--- src/rtl/aes128_ks_sched_ctrl.sv ---
// rtl/aes128_ks_sched_ctrl.sv - AES-128 masked key-schedule sequencing controller
// Optional feature macro: AES_KS_RCON_REMASK_EN (adds rnd_rcon and masks RCON in every RUN cycle)
module aes128_ks_sched_ctrl #(
  parameter int d       = 2,
  parameter int LATENCY = 4
) (
  input  logic             clk,
  input  logic             rst,
  input  logic             start,
`ifdef AES_KS_RCON_REMASK_EN
  input  logic [8*(d-1)-1:0] rnd_rcon,
`endif
  output logic             busy,
  output logic             key_load,
  output logic             key_sel,
  output logic [8*d-1:0]   sh_RCON,
  output logic             rnd_en,
  output logic [3:0]       round,
  output logic             rk_valid,
  input  logic             rk_ready,
  output logic             rk_last,
  output logic             done
);

  typedef enum logic [1:0] {IDLE, HOLD, RUN} state_t;

  localparam logic [3:0] C_LAST = 4'(LATENCY - 1);

  state_t     state_q;
  logic [3:0] c_q;
  logic [7:0] rcon_q;
  logic [3:0] round_q;
  logic       busy_q;
  logic       rnd_en_q;
  logic       rk_valid_q;
  logic       rk_last_q;
  logic       done_q;
  logic [7:0] rcon_d;

  // GF(2^8) doubling used to step RCON from one round to the next
  function automatic logic [7:0] xtime(input logic [7:0] x);
    return {x[6:0], 1'b0} ^ (x[7] ? 8'h1B : 8'h00);
  endfunction

  assign rcon_d = xtime(rcon_q);

  // Sequencer: IDLE -> HOLD (present key) -> RUN (LATENCY cycles) -> HOLD ... -> IDLE
  always_ff @(posedge clk) begin
    if (rst) begin
      state_q    <= IDLE;
      c_q        <= 4'd0;
      rcon_q     <= 8'h01;
      round_q    <= 4'd0;
      busy_q     <= 1'b0;
      rnd_en_q   <= 1'b0;
      rk_valid_q <= 1'b0;
      rk_last_q  <= 1'b0;
      done_q     <= 1'b0;
    end else begin
      done_q <= 1'b0;
      case (state_q)
        IDLE: begin
          if (start) begin
            round_q    <= 4'd0;
            rcon_q     <= 8'h01;
            state_q    <= HOLD;
            busy_q     <= 1'b1;
            rk_valid_q <= 1'b1;
            rk_last_q  <= 1'b0;
          end
        end
        HOLD: begin
          if (rk_ready) begin
            rk_valid_q <= 1'b0;
            rk_last_q  <= 1'b0;
            if (round_q == 4'd10) begin
              state_q <= IDLE;
              busy_q  <= 1'b0;
              done_q  <= 1'b1;
            end else begin
              state_q  <= RUN;
              c_q      <= 4'd0;
              rnd_en_q <= 1'b1;
            end
          end
        end
        RUN: begin
          c_q <= c_q + 4'd1;
          if (c_q == C_LAST) begin
            round_q    <= round_q + 4'd1;
            rcon_q     <= rcon_d;
            state_q    <= HOLD;
            rnd_en_q   <= 1'b0;
            rk_valid_q <= 1'b1;
            rk_last_q  <= (round_q == 4'd9);
          end
        end
        default: state_q <= IDLE;
      endcase
    end
  end

  // Key-register strobe/select and RCON shares are decoded in the cycle they are used
  always_comb begin
    key_load = 1'b0;
    key_sel  = 1'b0;
    sh_RCON  = '0;
    case (state_q)
      IDLE: key_load = start;
      RUN: begin
        if (c_q == C_LAST) begin
          key_load = 1'b1;
          key_sel  = 1'b1;
`ifndef AES_KS_RCON_REMASK_EN
          sh_RCON[7:0] = rcon_q;
`endif
        end
`ifdef AES_KS_RCON_REMASK_EN
        sh_RCON[7:0] = rcon_q;
        for (int i = 0; i < d - 1; i++) begin
          sh_RCON[7:0]           = sh_RCON[7:0] ^ rnd_rcon[8*i +: 8];
          sh_RCON[8*(i+1) +: 8]  = rnd_rcon[8*i +: 8];
        end
`endif
      end
      default: ;
    endcase
  end

  assign busy     = busy_q;
  assign rnd_en   = rnd_en_q;
  assign round    = round_q;
  assign rk_valid = rk_valid_q;
  assign rk_last  = rk_last_q;
  assign done     = done_q;

endmodule
--- config.mk ---
export PLATFORM = sky130hd
export DESIGN_NAME = aes128_ks_sched_ctrl
export DESIGN_NICKNAME = d
export VERILOG_FILES = /design/src/rtl/aes128_ks_sched_ctrl.sv
export SDC_FILE = /design/constraint.sdc
export NUM_CORES = 1
export LEC_CHECK = 0
export ABC_AREA = 1
export ABC_CLOCK_PERIOD_IN_PS = 1500
export BUFFER_PORTS_ARGS = -buffer_cell sky130_fd_sc_hd__buf_2
export CORE_MARGIN = 1.5
export CORE_UTILIZATION = 53
export CTS_BUF_LIST = sky130_fd_sc_hd__clkbuf_8
export DETAILED_ROUTE_END_ITERATION = 7
export PLACE_DENSITY_LB_ADDON = 0.3
export RECOVER_POWER = 50
export SLEW_MARGIN = 15
export SYNTH_ARGS = -nofsm -noshare
export SYNTH_HDL_FRONTEND = slang
export SYNTH_SLANG_ARGS = --single-unit
--- constraint.sdc ---
create_clock -name clk -period 1.5 [get_ports clk]
set_input_delay 0.075 -clock clk [delete_from_list [all_inputs] [get_ports clk]]
set_output_delay 0.075 -clock clk [all_outputs]
set_load 0.01 [all_outputs]
==> key figures, run 1 <==
Cells and area
  • Design area: 1360 um^2
  • Antenna diodes: 0
  • Layout overhead on the synthesized area: 18.4%
  • Net count reported at finish: 196
  • Final std cells w/o fill: 214
  • Ratio of cells with drive above 1 in the final layout: 20.3%

Floorplan
  • Starting utilization of the core area: 57.4%
  • Horizontal extent of the die: 49.6 um
  • Vertical die dimension: 49.6 um
  • Num ports: 31
  • Area of the core: 2000 um^2
  • Full die area: 2460 um^2
  • Site Rows: 16

Setup path
  • Critical setup path kind: register to output port
  • Startpoint of the most critical register-to-register path: state_q[1]$_SDFFE_PP0P_
  • Reg2reg setup slack: 0.11 ns
  • Critical Path Source Type: register
  • Data required time of the worst path: 1.42 ns
  • Cell with the largest stage delay on the worst path: sky130_fd_sc_hd__dfxtp_4
  • End of the worst register-to-register path: rcon_q[6]$_SDFFE_PP0P_
  • Cells traversed along the worst timing path: inv_2 > nor2_4 > nand3_4 > buf_4 > nand2_8 > buf_2
  • CP endpoint kind: output port
  • Slowest Stage Delay on Critical Path: 0.37 ns
  • Buf/Inv on CP: 3
  • Data arrival at the endpoint of the critical path: 1.37 ns
  • Kind of cell adding the most delay to the critical path: simple AND/OR/NAND/NOR gates
  • Largest fanout of any net on the critical path: 12
  • R2r worst-path depth: 8

Timing
  • Max-slew violation count: 0
  • Endpoints failing setup: 0
  • Final hold violations: 0
  • Post-route setup TNS: 0 ns
  • Slack of the critical path: 0.0507 ns
  • Period Utilization, post-route: 96.6%
  • Worst clock skew: 0.00746 ns
  • Highest clock rate: 0.690 GHz
  • Post-route minimum period: 1.45 ns

Synth
  • Top post-synthesis cells by area: sky130_fd_sc_hd__dfxtp_1, sky130_fd_sc_hd__a21oi_1, sky130_fd_sc_hd__nor2_1
  • Number of enable flip-flop cells after synthesis: 0
  • Cell variety after synth: 22
  • Post-synthesis cell type with the largest combined area: sky130_fd_sc_hd__dfxtp_1
  • Top flip-flop cell by instance count after synthesis: sky130_fd_sc_hd__dfxtp_1
  • Post-Syn Instances: 159
  • Post-Synthesis Cell Area: 1150 um^2
  • Synthesized area per cell: 7.22 um^2
  • Synth top cells by count: sky130_fd_sc_hd__nor2_1, sky130_fd_sc_hd__dfxtp_1, sky130_fd_sc_hd__a21oi_1
  • Most frequently used cell type in the post-synthesis netlist: sky130_fd_sc_hd__nor2_1
  • Yosys top cell area share: 40.1%
  • Number of register bits inferred by synthesis: 23
  • Share of async-settable or async-resettable flops after synthesis: 0%
  • Fraction of the yosys area taken by sequential cells: 40.1%
  • YS warnings: 0

Global routing
  • Vias in the first global route: 889
  • Wire length of the first global-routing pass: 3820 um
  • Maximum number of pins on one net before global-route repair: 15
  • Total global routing overflow: 0
  • Antenna violations before repair: 0
  • Overall routing resource usage: 20.0%

Placement
  • Port Buffer Count: 22
  • Global placement routability congestion: 0.789
  • Cell Count Post-Placement: 205
  • Worst Setup Slack post-DPL: 0.0859 ns
  • Area after detailed placement: 1240 um^2
  • Half-perimeter wire length after detailed placement: 1710 um

Power and ir drop
  • Maximum VDD drop: 0.544 mV
  • Power density over the cells: 885 nW/um^2
  • P_leak: 0.586 nW
  • Overall power: 1.20 mW

Drt
  • Number of routed nets with antenna violations: 0
  • DRC violation count after routing: 0
  • Post-Route WL: 2500 um
  • Wire per inst: 11.7 um
  • Count of TritonRoute iterations in the first routing pass: 4
  • Post-DR vias/cell: 5.04
  • Starting DRC count in detailed routing: 17
  • Routed vias: 1,078

Clock network
  • Clock root cell: sky130_fd_sc_hd__clkbuf_8
  • H-tree depth reported by CTS: 1
  • TritonCTS clock tree: built
  • Clock-pin slew on the worst setup and hold paths: 0.08 ns
  • Clock insertion delay at the later pin of the skew report: 0.27 ns
  • Number of buffers created by CTS: 3
  • Clock tree buffer depth: 2
  • Number of sinks on the clock net: 23

Hold path
  • Endpoint of the worst hold-timing path: done$_SDFF_PP0_
  • Hold crit path type: input port to register
  • Number of cells traversed by the worst hold path: 3
  • Worst min-delay path startpoint: rk_ready

Run
  • MaxCap Viol Count: 0

Outcome
  • Result of the run: completed
## flip-flops by register name, summed over array words and instances (netlist names)
| name | cells |
|---|---|
| done | 1 |
| round | 4 |
| rcon_q | 8 |
| rk_valid | 1 |
| rnd_en | 1 |
| c_q | 4 |
| rk_last | 1 |
| busy | 1 |
| state_q | 2 |
## cell type report
| type | instances | area [um^2] |
|---|---|---|
| clock buffer | 3 | 41.3 |
| clock inverter | 1 | 5.00 |
| tap | 27 | 33.8 |
| timing repair buffer | 28 | 155 |
| sequential | 23 | 465 |
| fill | 193 | 642 |
| inverter | 21 | 78.8 |
| multi-input combinational | 111 | 581 |
## per-layer routing
metal | global-route usage, % | routed length [um] | share of wire (%)
met1 | 24.9 | 1110 | 44
met2 | 35.8 | 1250 | 50
met3 | 2.73 | 111 | 4.4
met4 | 5.56 | 31 | 1.2
met5 | 0 | 0 | 0
## stage by stage
step / util (%) / hold slack [ns]
global placement: 61.9 / 0.353
CTS: 64.4 / 0.100
finish: 67.9 / 0.0976
detailed placement: 61.9 / 0.377
global route: 67.9 / 0.123
floorplan: - / 0.144
## placed cells by master (no fill, tap or decap)
cell                       count
sky130_fd_sc_hd__clkinv_2      1
sky130_fd_sc_hd__o21bai_1      1
sky130_fd_sc_hd__clkbuf_1      8
sky130_fd_sc_hd__dfxtp_2       1
sky130_fd_sc_hd__a21oi_1      22
sky130_fd_sc_hd__o211ai_1      1
sky130_fd_sc_hd__nand2_8       1
sky130_fd_sc_hd__ha_1          3
sky130_fd_sc_hd__nand3_4       1
sky130_fd_sc_hd__nor3_1        1
sky130_fd_sc_hd__inv_2         2
sky130_fd_sc_hd__nor2_1       24
sky130_fd_sc_hd__conb_1        8
sky130_fd_sc_hd__buf_4         4
sky130_fd_sc_hd__o21ai_0      10
sky130_fd_sc_hd__nor2_4        1
sky130_fd_sc_hd__dfxtp_1      21
sky130_fd_sc_hd__ha_4          1
sky130_fd_sc_hd__buf_12        1
sky130_fd_sc_hd__clkbuf_8      3
sky130_fd_sc_hd__dfxtp_4       1
sky130_fd_sc_hd__or2_2         1
sky130_fd_sc_hd__buf_2        15
sky130_fd_sc_hd__nand4_1       1
sky130_fd_sc_hd__nand3_1      10
sky130_fd_sc_hd__nor2_2        5
sky130_fd_sc_hd__inv_1        19
sky130_fd_sc_hd__nand2_1      20
## how the worst max path moves through the flow
stage / from / to / slack [ns] / cells after the start
after floorplan: state_q[1]$_SDFFE_PP0P_ / rcon_q[2]$_SDFFE_PP0P_ / 0.24 / 8
after global placement: c_q[0]$_SDFFE_PP0P_ / rcon_q[6]$_SDFFE_PP0P_ / 0.12 / 6
after detailed placement: c_q[0]$_SDFFE_PP0P_ / rcon_q[6]$_SDFFE_PP0P_ / 0.09 / 6
after CTS: state_q[1]$_SDFFE_PP0P_ / sh_RCON[1] / 0.02 / 5
after global routing: state_q[1]$_SDFFE_PP0P_ / sh_RCON[2] / -0.03 / 6
final: state_q[1]$_SDFFE_PP0P_ / key_load / 0.05 / 6
## report_power, final
part | switching, mW | total [mW] | internal [mW]
Sequential | 0.0209 | 0.655 | 0.634
Clock | 0.202 | 0.387 | 0.186
Combinational | 0.110 | 0.162 | 0.0516
## timing repair
action / in CTS / in global routing
setup buffers: 0 / 5
resized for setup: 1 / 10
endpoints found under the hold margin: 0 / 0
setup endpoints to repair: 1 / 19
hold buffers: 0 / 0
pin swaps: 0 / 2
## tightest hold or removal path: cells and delay by family
family                 cells  cell delay (ns)
and+or+nand+nor            2             0.13
buffers and inverters      1             0.11
## cells by family (layout without fill, tap and decap cells)
logic type                 count (synthesis)  count (layout)  synth area share [%]
DFF                                       23              23                  40.1
AOI/OAI and AO/OA                         34              34                  15.3
buffers and inverters                     32              53                  14.4
other                                      1               8                 0.326
adders and majority gates                  4               4                  4.36
and+or+nand+nor                           65              65                  25.6
Note: power is estimated with default switching activity, not from simulation.
==> run 2, diff against run 1 <==
--- a/config.mk
+++ b/config.mk
@@ -9,7 +9,7 @@
 export ABC_CLOCK_PERIOD_IN_PS = 1500
 export BUFFER_PORTS_ARGS = -buffer_cell sky130_fd_sc_hd__buf_2
 export CORE_MARGIN = 1.5
-export CORE_UTILIZATION = 53
+export CORE_UTILIZATION = 35
 export CTS_BUF_LIST = sky130_fd_sc_hd__clkbuf_8
 export DETAILED_ROUTE_END_ITERATION = 7
 export PLACE_DENSITY_LB_ADDON = 0.3
==> run 2 against run 1 <==
  * Wire length is 5.5% higher
  * Cell area rose by 2.4%
  * Flip-flop and latch count unchanged
  * Global-route usage down 4.1 points
  * Via count increased by 3.1%
  * Critical path depth unchanged
  * Worst hold slack worse by 0.033 ns
  * Clock skew shrank 0.0026 ns
  * Combinational power barely moved
  * Non-clock buffer count grew 2
  * Cell count is 8.9% higher
  * Fmax rose by 0.30%
  * Critical path type unchanged
  * Largest power group unchanged
==> key figures, run 2 (same netlist as run 1, synthesis figures left out) <==
Outcome
  • Result of the run: completed (unchanged)

Floorplan
  • Full die area: 3630 um^2 (was 2460 um^2)
  • Num ports: 31 (unchanged)
  • Vertical die dimension: 60.3 um (was 49.6 um)
  • Horizontal extent of the die: 60.3 um (was 49.6 um)
  • Site Rows: 20 (was 16)
  • Area of the core: 3080 um^2 (was 2000 um^2)
  • Starting utilization of the core area: 37.3% (was 57.4%)

Setup path
  • CP endpoint kind: output port (unchanged)
  • Largest fanout of any net on the critical path: 5 (was 12)
  • R2r worst-path depth: 8 (unchanged)
  • Startpoint of the most critical register-to-register path: state_q[1]$_SDFFE_PP0P_ (unchanged)
  • Data required time of the worst path: 1.42 ns (about the same)
  • Reg2reg setup slack: 0.12 ns (was 0.11 ns)
  • Critical Path Source Type: register (unchanged)
  • Critical setup path kind: register to output port (unchanged)
  • End of the worst register-to-register path: rcon_q[3]$_SDFFE_PP0P_ (was rcon_q[6]$_SDFFE_PP0P_)
  • Data arrival at the endpoint of the critical path: 1.37 ns (about the same)
  • Startpoint of the worst setup timing path: state_q[1]$_SDFFE_PP0P_ (unchanged)

Hold path
  • Hold crit path type: input port to register (unchanged)
  • Worst min-delay path startpoint: rk_ready (unchanged)
  • Endpoint of the worst hold-timing path: done$_SDFF_PP0_ (unchanged)
  • Number of cells traversed by the worst hold path: 3 (unchanged)

Clock network
  • H-tree depth reported by CTS: 1 (unchanged)
  • Number of sinks on the clock net: 23 (unchanged)
  • TritonCTS clock tree: built (unchanged)
  • Clock-pin slew on the worst setup and hold paths: 0.08 ns (about the same)
  • Clock insertion delay at the later pin of the skew report: 0.27 ns (about the same)
  • Clock root cell: sky130_fd_sc_hd__clkbuf_8 (unchanged)
  • Clock tree buffer depth: 2 (unchanged)
  • Number of buffers created by CTS: 3 (unchanged)

Power and ir drop
  • Int Power: 869 uW (was 871 uW)
  • Fraction of power spent switching nets: 27.5% (was 27.6%)
  • Power density over the cells: 861 nW/um^2 (was 885 nW/um^2)
  • Maximum VDD drop: 0.407 mV (was 0.544 mV)
  • Clk network pwr share: 31.8% (was 32.2%)
  • Combinational cell fraction of total power: 13.5% (was 13.4%)
  • Register share of total power: 54.7% (was 54.4%)
  • Overall power: 1.20 mW (about the same)
  • Switching power summed over all nets: 329 uW (was 333 uW)
  • P_leak: 0.593 nW (was 0.586 nW)

Timing
  • Post-route minimum period: 1.44 ns (was 1.45 ns)
  • Highest clock rate: 0.692 GHz (was 0.690 GHz)
  • Worst clock skew: 0.00484 ns (was 0.00746 ns)
  • Max-slew violation count: 0 (unchanged)
  • Final hold violations: 0 (unchanged)
  • Endpoints failing setup: 0 (unchanged)
  • Period Utilization, post-route: 96.3% (was 96.6%)

Drt
  • Wire per inst: 11.3 um (was 11.7 um)
  • Routed vias: 1,111 (was 1,078)
  • Starting DRC count in detailed routing: 34 (was 17)
  • Post-DR vias/cell: 4.77 (was 5.04)
  • Count of TritonRoute iterations in the first routing pass: 4 (unchanged)
  • Post-Route WL: 2640 um (was 2500 um)
  • DRC violation count after routing: 0 (unchanged)
  • Number of routed nets with antenna violations: 0 (unchanged)

Global routing
  • Maximum number of pins on one net before global-route repair: 15 (unchanged)
  • Total global routing overflow: 0 (unchanged)
  • Antenna violations before repair: 0 (unchanged)
  • Vias in the first global route: 983 (was 889)
  • Overall routing resource usage: 15.9% (was 20.0%)
  • Wire length of the first global-routing pass: 4270 um (was 3820 um)

Cells and area
  • Most frequent standard cell in the layout excluding fill and tap cells: sky130_fd_sc_hd__nor2_1 (unchanged)
  • Top reg by flops: rcon_q (unchanged)
  • Ratio of cells with drive above 1 in the final layout: 21.2% (was 20.3%)
  • Layout overhead on the synthesized area: 21.2% (was 18.4%)
  • Design area: 1390 um^2 (was 1360 um^2)
  • Commonest cells after routing, fill and taps aside: sky130_fd_sc_hd__nor2_1, sky130_fd_sc_hd__a21oi_1, sky130_fd_sc_hd__dfxtp_1 (unchanged)
  • Max FFs per register: 8 (unchanged)
  • Antenna diodes: 0 (unchanged)
  • Fill cell count: 339 (was 193)
  • Net count reported at finish: 198 (was 196)

Placement
  • Area after detailed placement: 1260 um^2 (was 1240 um^2)
  • Global placement routability congestion: 0.789 (about the same)
  • Port Buffer Count: 22 (unchanged)
  • Half-perimeter wire length after detailed placement: 1920 um (was 1710 um)

Run
  • MaxCap Viol Count: 0 (unchanged)
run 2: cell count changes in the layout (fill, tap and decap cells not counted), sizes merged:
cell    before  now
buf         20   21
clkbuf      11   12
clkinv       1    0
inv         21   22
run 2: area by class of cell:
cell class              instances  area [um^2]  area share [%]
multi-input cells             111          579            41.6
inverters                      21         78.8            5.66
repair buffers                 30          169            12.1
flip-flops and latches         23          465            33.4
well taps                      44         55.1            3.95
clock inverters                 1         3.75           0.270
clock buffers                   3         41.3            2.96
run 2: power by group through the flow:
stage	clock (mW)	combinational [mW]	sequential (mW)
after floorplan	0	0.131	0.670
after global placement	0	0.152	0.668
after detailed placement	0	0.155	0.669
after CTS	0.392	0.156	0.655
after global routing	0.418	0.185	0.659
final	0.381	0.162	0.656
run 2: timing repair:
action                                  CTS  global route
endpoints found under the setup margin    1            15
resized for setup                         1            12
pin swaps                                 0             2
hold buffers                              0             0
setup buffers                             0             7
gates cloned                              0             0
run 2: per-stage QoR:
step / std cells / util [%] / hold WS [ns] / worst slack [ns] / TNS (ns)
finish: 233 / 45.2 / 0.0650 / 0.0551 / 0
global route: 233 / 45.2 / 0.0764 / -0.0113 / -0.0379
CTS: 226 / 42.5 / 0.0618 / 0.0101 / 0
detailed placement: 222 / 41.0 / 0.351 / 0.124 / 0
global placement: 222 / 41.0 / 0.354 / 0.179 / 0
floorplan: 166 / - / 0.144 / 0.242 / 0
run 2: worst max-delay path by stage:
stage                             end  slack (ns)  cells past startpoint
5_1_grt                    sh_RCON[7]       -0.01                      6
3_5_place_dp   rcon_q[3]$_SDFFE_PP0P_        0.12                      7
4_1_cts                       key_sel        0.01                      5
6_report                   sh_RCON[3]        0.06                      6
3_3_place_gp   rcon_q[7]$_SDFFE_PP0P_        0.18                      7
2_1_floorplan  rcon_q[2]$_SDFFE_PP0P_        0.24                      8
run 2: layer usage:
metal,wire length [um],up-vias,part of all wire (%),track usage [%]
met5,0,-,0,0
met4,74,0,2.8,9.84
met3,132,7,5.0,2.60
met2,1250,35,47,25.9
met1,1180,519,45,19.4
li1,-,550,-,-
run 2: worst max-delay path, stage by stage (launching register included):
cell and delay (ns):
sky130_fd_sc_hd__dfxtp_4 0.37, sky130_fd_sc_hd__inv_2 0.05, sky130_fd_sc_hd__nor2_4 0.17, sky130_fd_sc_hd__nand3_4 0.11
sky130_fd_sc_hd__buf_2 0.16, sky130_fd_sc_hd__nor2_1 0.11, sky130_fd_sc_hd__buf_2 0.14
==> run 3, diff against run 2 <==
--- a/config.mk
+++ b/config.mk
@@ -8,6 +8,7 @@
 export ABC_AREA = 1
 export ABC_CLOCK_PERIOD_IN_PS = 1500
 export BUFFER_PORTS_ARGS = -buffer_cell sky130_fd_sc_hd__buf_2
+export CORE_ASPECT_RATIO = 0.8
 export CORE_MARGIN = 1.5
 export CORE_UTILIZATION = 35
 export CTS_BUF_LIST = sky130_fd_sc_hd__clkbuf_8
==> run 3 against run 2 <==
  * The flow now finishes with violations (negative setup slack)
  * Fmax fell by 3.7%
  * Count of clock-buffer cells in the layout unchanged
  * Utilization up 1.7 points
==> key figures, run 3 (same netlist as run 1, synthesis figures left out) <==
Setup path
  • Capturing element of the worst setup path: sh_RCON[5] (was sh_RCON[3])
  • Data required time of the worst path: 1.42 ns (about the same)
  • Critical Path Source Type: register (unchanged)
  • CP endpoint kind: output port (unchanged)
  • R2r worst-path depth: 7 (was 8)
  • End of the worst register-to-register path: round[0]$_SDFFE_PP0P_ (was rcon_q[3]$_SDFFE_PP0P_)
  • Cells traversed along the worst timing path: inv_2 > nor2_4 > nand3_4 > nor2_4 > buf_6 (was inv_2 > nor2_4 > nand3_4 > buf_2 > nor2_1 > buf_2)
  • Reg2reg setup slack: 0.06 ns (was 0.12 ns)
  • Startpoint of the worst setup timing path: state_q[1]$_SDFFE_PP0P_ (unchanged)
  • Kind of cell adding the most delay to the critical path: simple AND/OR/NAND/NOR gates (unchanged)
  • Cell repeated most along the worst path: sky130_fd_sc_hd__nor2_4 (was sky130_fd_sc_hd__buf_2)
  • Worst path depth: 5 (was 6)
  • Startpoint of the most critical register-to-register path: state_q[1]$_SDFFE_PP0P_ (unchanged)
  • Largest fanout of any net on the critical path: 6 (was 5)
  • Data arrival at the endpoint of the critical path: 1.43 ns (was 1.37 ns)
  • Buf/Inv on CP: 2 (was 3)
  • Slowest Stage Delay on Critical Path: 0.35 ns (was 0.37 ns)
  • Cell with the largest stage delay on the worst path: sky130_fd_sc_hd__dfxtp_2 (was sky130_fd_sc_hd__dfxtp_4)
  • Critical setup path kind: register to output port (unchanged)

Global routing
  • Overall routing resource usage: 15.6% (was 15.9%)
  • Wire length of the first global-routing pass: 4230 um (was 4270 um)
  • Maximum number of pins on one net before global-route repair: 15 (unchanged)
  • Vias in the first global route: 872 (was 983)
  • Total global routing overflow: 0 (unchanged)
  • Antenna violations before repair: 0 (unchanged)

Clock network
  • Clock insertion delay at the later pin of the skew report: 0.27 ns (about the same)
  • Number of sinks on the clock net: 23 (unchanged)
  • H-tree depth reported by CTS: 1 (unchanged)
  • Post-CTS Hold Buffers: 0 (unchanged)
  • Clock root cell: sky130_fd_sc_hd__clkbuf_8 (unchanged)
  • Number of buffers created by CTS: 3 (unchanged)
  • Clock-pin slew on the worst setup and hold paths: 0.08 ns (about the same)
  • TritonCTS clock tree: built (unchanged)
  • Clock tree buffer depth: 2 (unchanged)

Timing
  • Max-slew violation count: 0 (unchanged)
  • Endpoints failing setup: 1 (was 0)
  • Period Utilization, post-route: 100% (was 96.3%)
  • Smallest hold slack: 0.0766 ns (was 0.0650 ns)
  • Post-route minimum period: 1.50 ns (was 1.44 ns)
  • Unrepaired setup endpoints after global routing: yes
  • Final hold violations: 0 (unchanged)
  • Worst clock skew: 0.00407 ns (was 0.00484 ns)
  • Slack of the critical path: -0.000461 ns (was 0.0551 ns)
  • Highest clock rate: 0.666 GHz (was 0.692 GHz)
  • Post-route setup TNS: -0.000461 ns (was 0 ns)

Cells and area
  • Max FFs per register: 8 (unchanged)
  • Most frequent standard cell in the layout excluding fill and tap cells: sky130_fd_sc_hd__nor2_1 (unchanged)
  • Antenna diodes: 0 (unchanged)
  • Layout overhead on the synthesized area: 27.1% (was 21.2%)
  • Ratio of cells with drive above 1 in the final layout: 22.5% (was 21.2%)
  • Commonest cells after routing, fill and taps aside: sky130_fd_sc_hd__nor2_1, sky130_fd_sc_hd__a21oi_1, sky130_fd_sc_hd__dfxtp_1 (unchanged)
  • Fill cell count: 314 (was 339)
  • Net count reported at finish: 200 (was 198)
  • Design area: 1460 um^2 (was 1390 um^2)
  • Top reg by flops: rcon_q (unchanged)

Drt
  • Wire per inst: 11.6 um (was 11.3 um)
  • Post-Route WL: 2670 um (was 2640 um)
  • Number of routed nets with antenna violations: 0 (unchanged)
  • Count of TritonRoute iterations in the first routing pass: 5 (was 4)
  • Post-DR vias/cell: 4.66 (was 4.77)
  • Routed vias: 1,076 (was 1,111)
  • DRC violation count after routing: 0 (unchanged)
  • Starting DRC count in detailed routing: 35 (was 34)

Outcome
  • Result of the run: finished with violations (was completed)
  • Failing checks: negative setup slack

Floorplan
  • Num ports: 31 (unchanged)
  • Site Rows: 18 (was 20)
  • Vertical die dimension: 54.2 um (was 60.3 um)
  • Horizontal extent of the die: 67.1 um (was 60.3 um)
  • Full die area: 3640 um^2 (was 3630 um^2)
  • Area of the core: 3110 um^2 (was 3080 um^2)
  • Starting utilization of the core area: 37.0% (was 37.3%)

Placement
  • Port Buffer Count: 22 (unchanged)
  • Area after detailed placement: 1260 um^2 (about the same)
  • Global placement routability congestion: 0.779 (was 0.789)
  • Half-perimeter wire length after detailed placement: 1800 um (was 1920 um)

Run
  • MaxCap Viol Count: 0 (unchanged)

Power and ir drop
  • Overall power: 1.23 mW (was 1.20 mW)
  • P_leak: 0.597 nW (was 0.593 nW)
  • Maximum VDD drop: 0.498 mV (was 0.407 mV)
  • Power density over the cells: 846 nW/um^2 (was 861 nW/um^2)

Hold path
  • Hold crit path type: input port to register (unchanged)
==> run 3: changes by cell type in the layout (fill, tap and decap cells not counted), sizes merged <==
cell and delta:
clkinvlp +2, inv -2, clkbuf +1, nand3 +1
==> run 3: layer usage <==
metal / vias to the layer above / global-route usage [%] / wire [um]
li1: 562 / - / -
met4: 0 / 2.04 / 13
met3: 2 / 4.94 / 158
met2: 27 / 21.6 / 1120
met1: 485 / 23.7 / 1380
met5: - / 0 / 0
==> run 3: metrics by stage <==
step	cells	util [%]	setup WS, ns
after detailed placement	219	40.7	0.118
final	231	47.0	-0.000461
after CTS	223	42.3	0.00710
after global routing	231	47.0	-0.0867
after floorplan	166	-	0.242
after global placement	219	40.7	0.164
==> run 3: worst register-to-register path: stages, from the launching register on <==
cell and delay [ns]:
sky130_fd_sc_hd__dfxtp_2 0.35, sky130_fd_sc_hd__inv_2 0.05, sky130_fd_sc_hd__nor2_4 0.24, sky130_fd_sc_hd__nand3_4 0.23, sky130_fd_sc_hd__nand2_8 0.16, sky130_fd_sc_hd__clkbuf_2 0.16, sky130_fd_sc_hd__o21ai_0 0.09, sky130_fd_sc_hd__nor2_1 0.11
==> run 3: worst min-delay path by stage <==
stage,start,to,slack [ns],depth (start not counted)
final,rk_ready,done$_SDFF_PP0_,0.08,3
after global routing,rk_ready,done$_SDFF_PP0_,0.09,3
after CTS,rk_ready,done$_SDFF_PP0_,0.07,3
after detailed placement,rk_ready,done$_SDFF_PP0_,0.36,3
after global placement,rk_ready,done$_SDFF_PP0_,0.36,3
after floorplan,rst,busy$_SDFFE_PP0P_,0.14,1
==> run 3: repair_timing <==
item	CTS	global route
hold endpoints to repair	0	0
cloned	0	1
setup endpoints to repair	3	8
setup buffers	0	7
gates resized for setup	1	22
pin swaps	0	5
==> run 3: cell type report <==
cell class / count / area, um^2 / share of cell area [%]
inverters: 21 / 82.6 / 5.66
multi-input cells: 112 / 623 / 42.7
repair buffers: 31 / 193 / 13.2
flip-flops and latches: 23 / 463 / 31.7
clock inverters: 1 / 7.51 / 0.514
well taps: 40 / 50.0 / 3.43
clock buffers: 3 / 41.3 / 2.83
==> run 3: power breakdown <==
part	leakage (nW)	internal [mW]	switching (mW)	total, mW
Clock	0.0217	0.188	0.203	0.391
Combinational	0.387	0.0690	0.122	0.191
Sequential	0.188	0.635	0.0186	0.653
Total	0.597	0.892	0.343	1.23
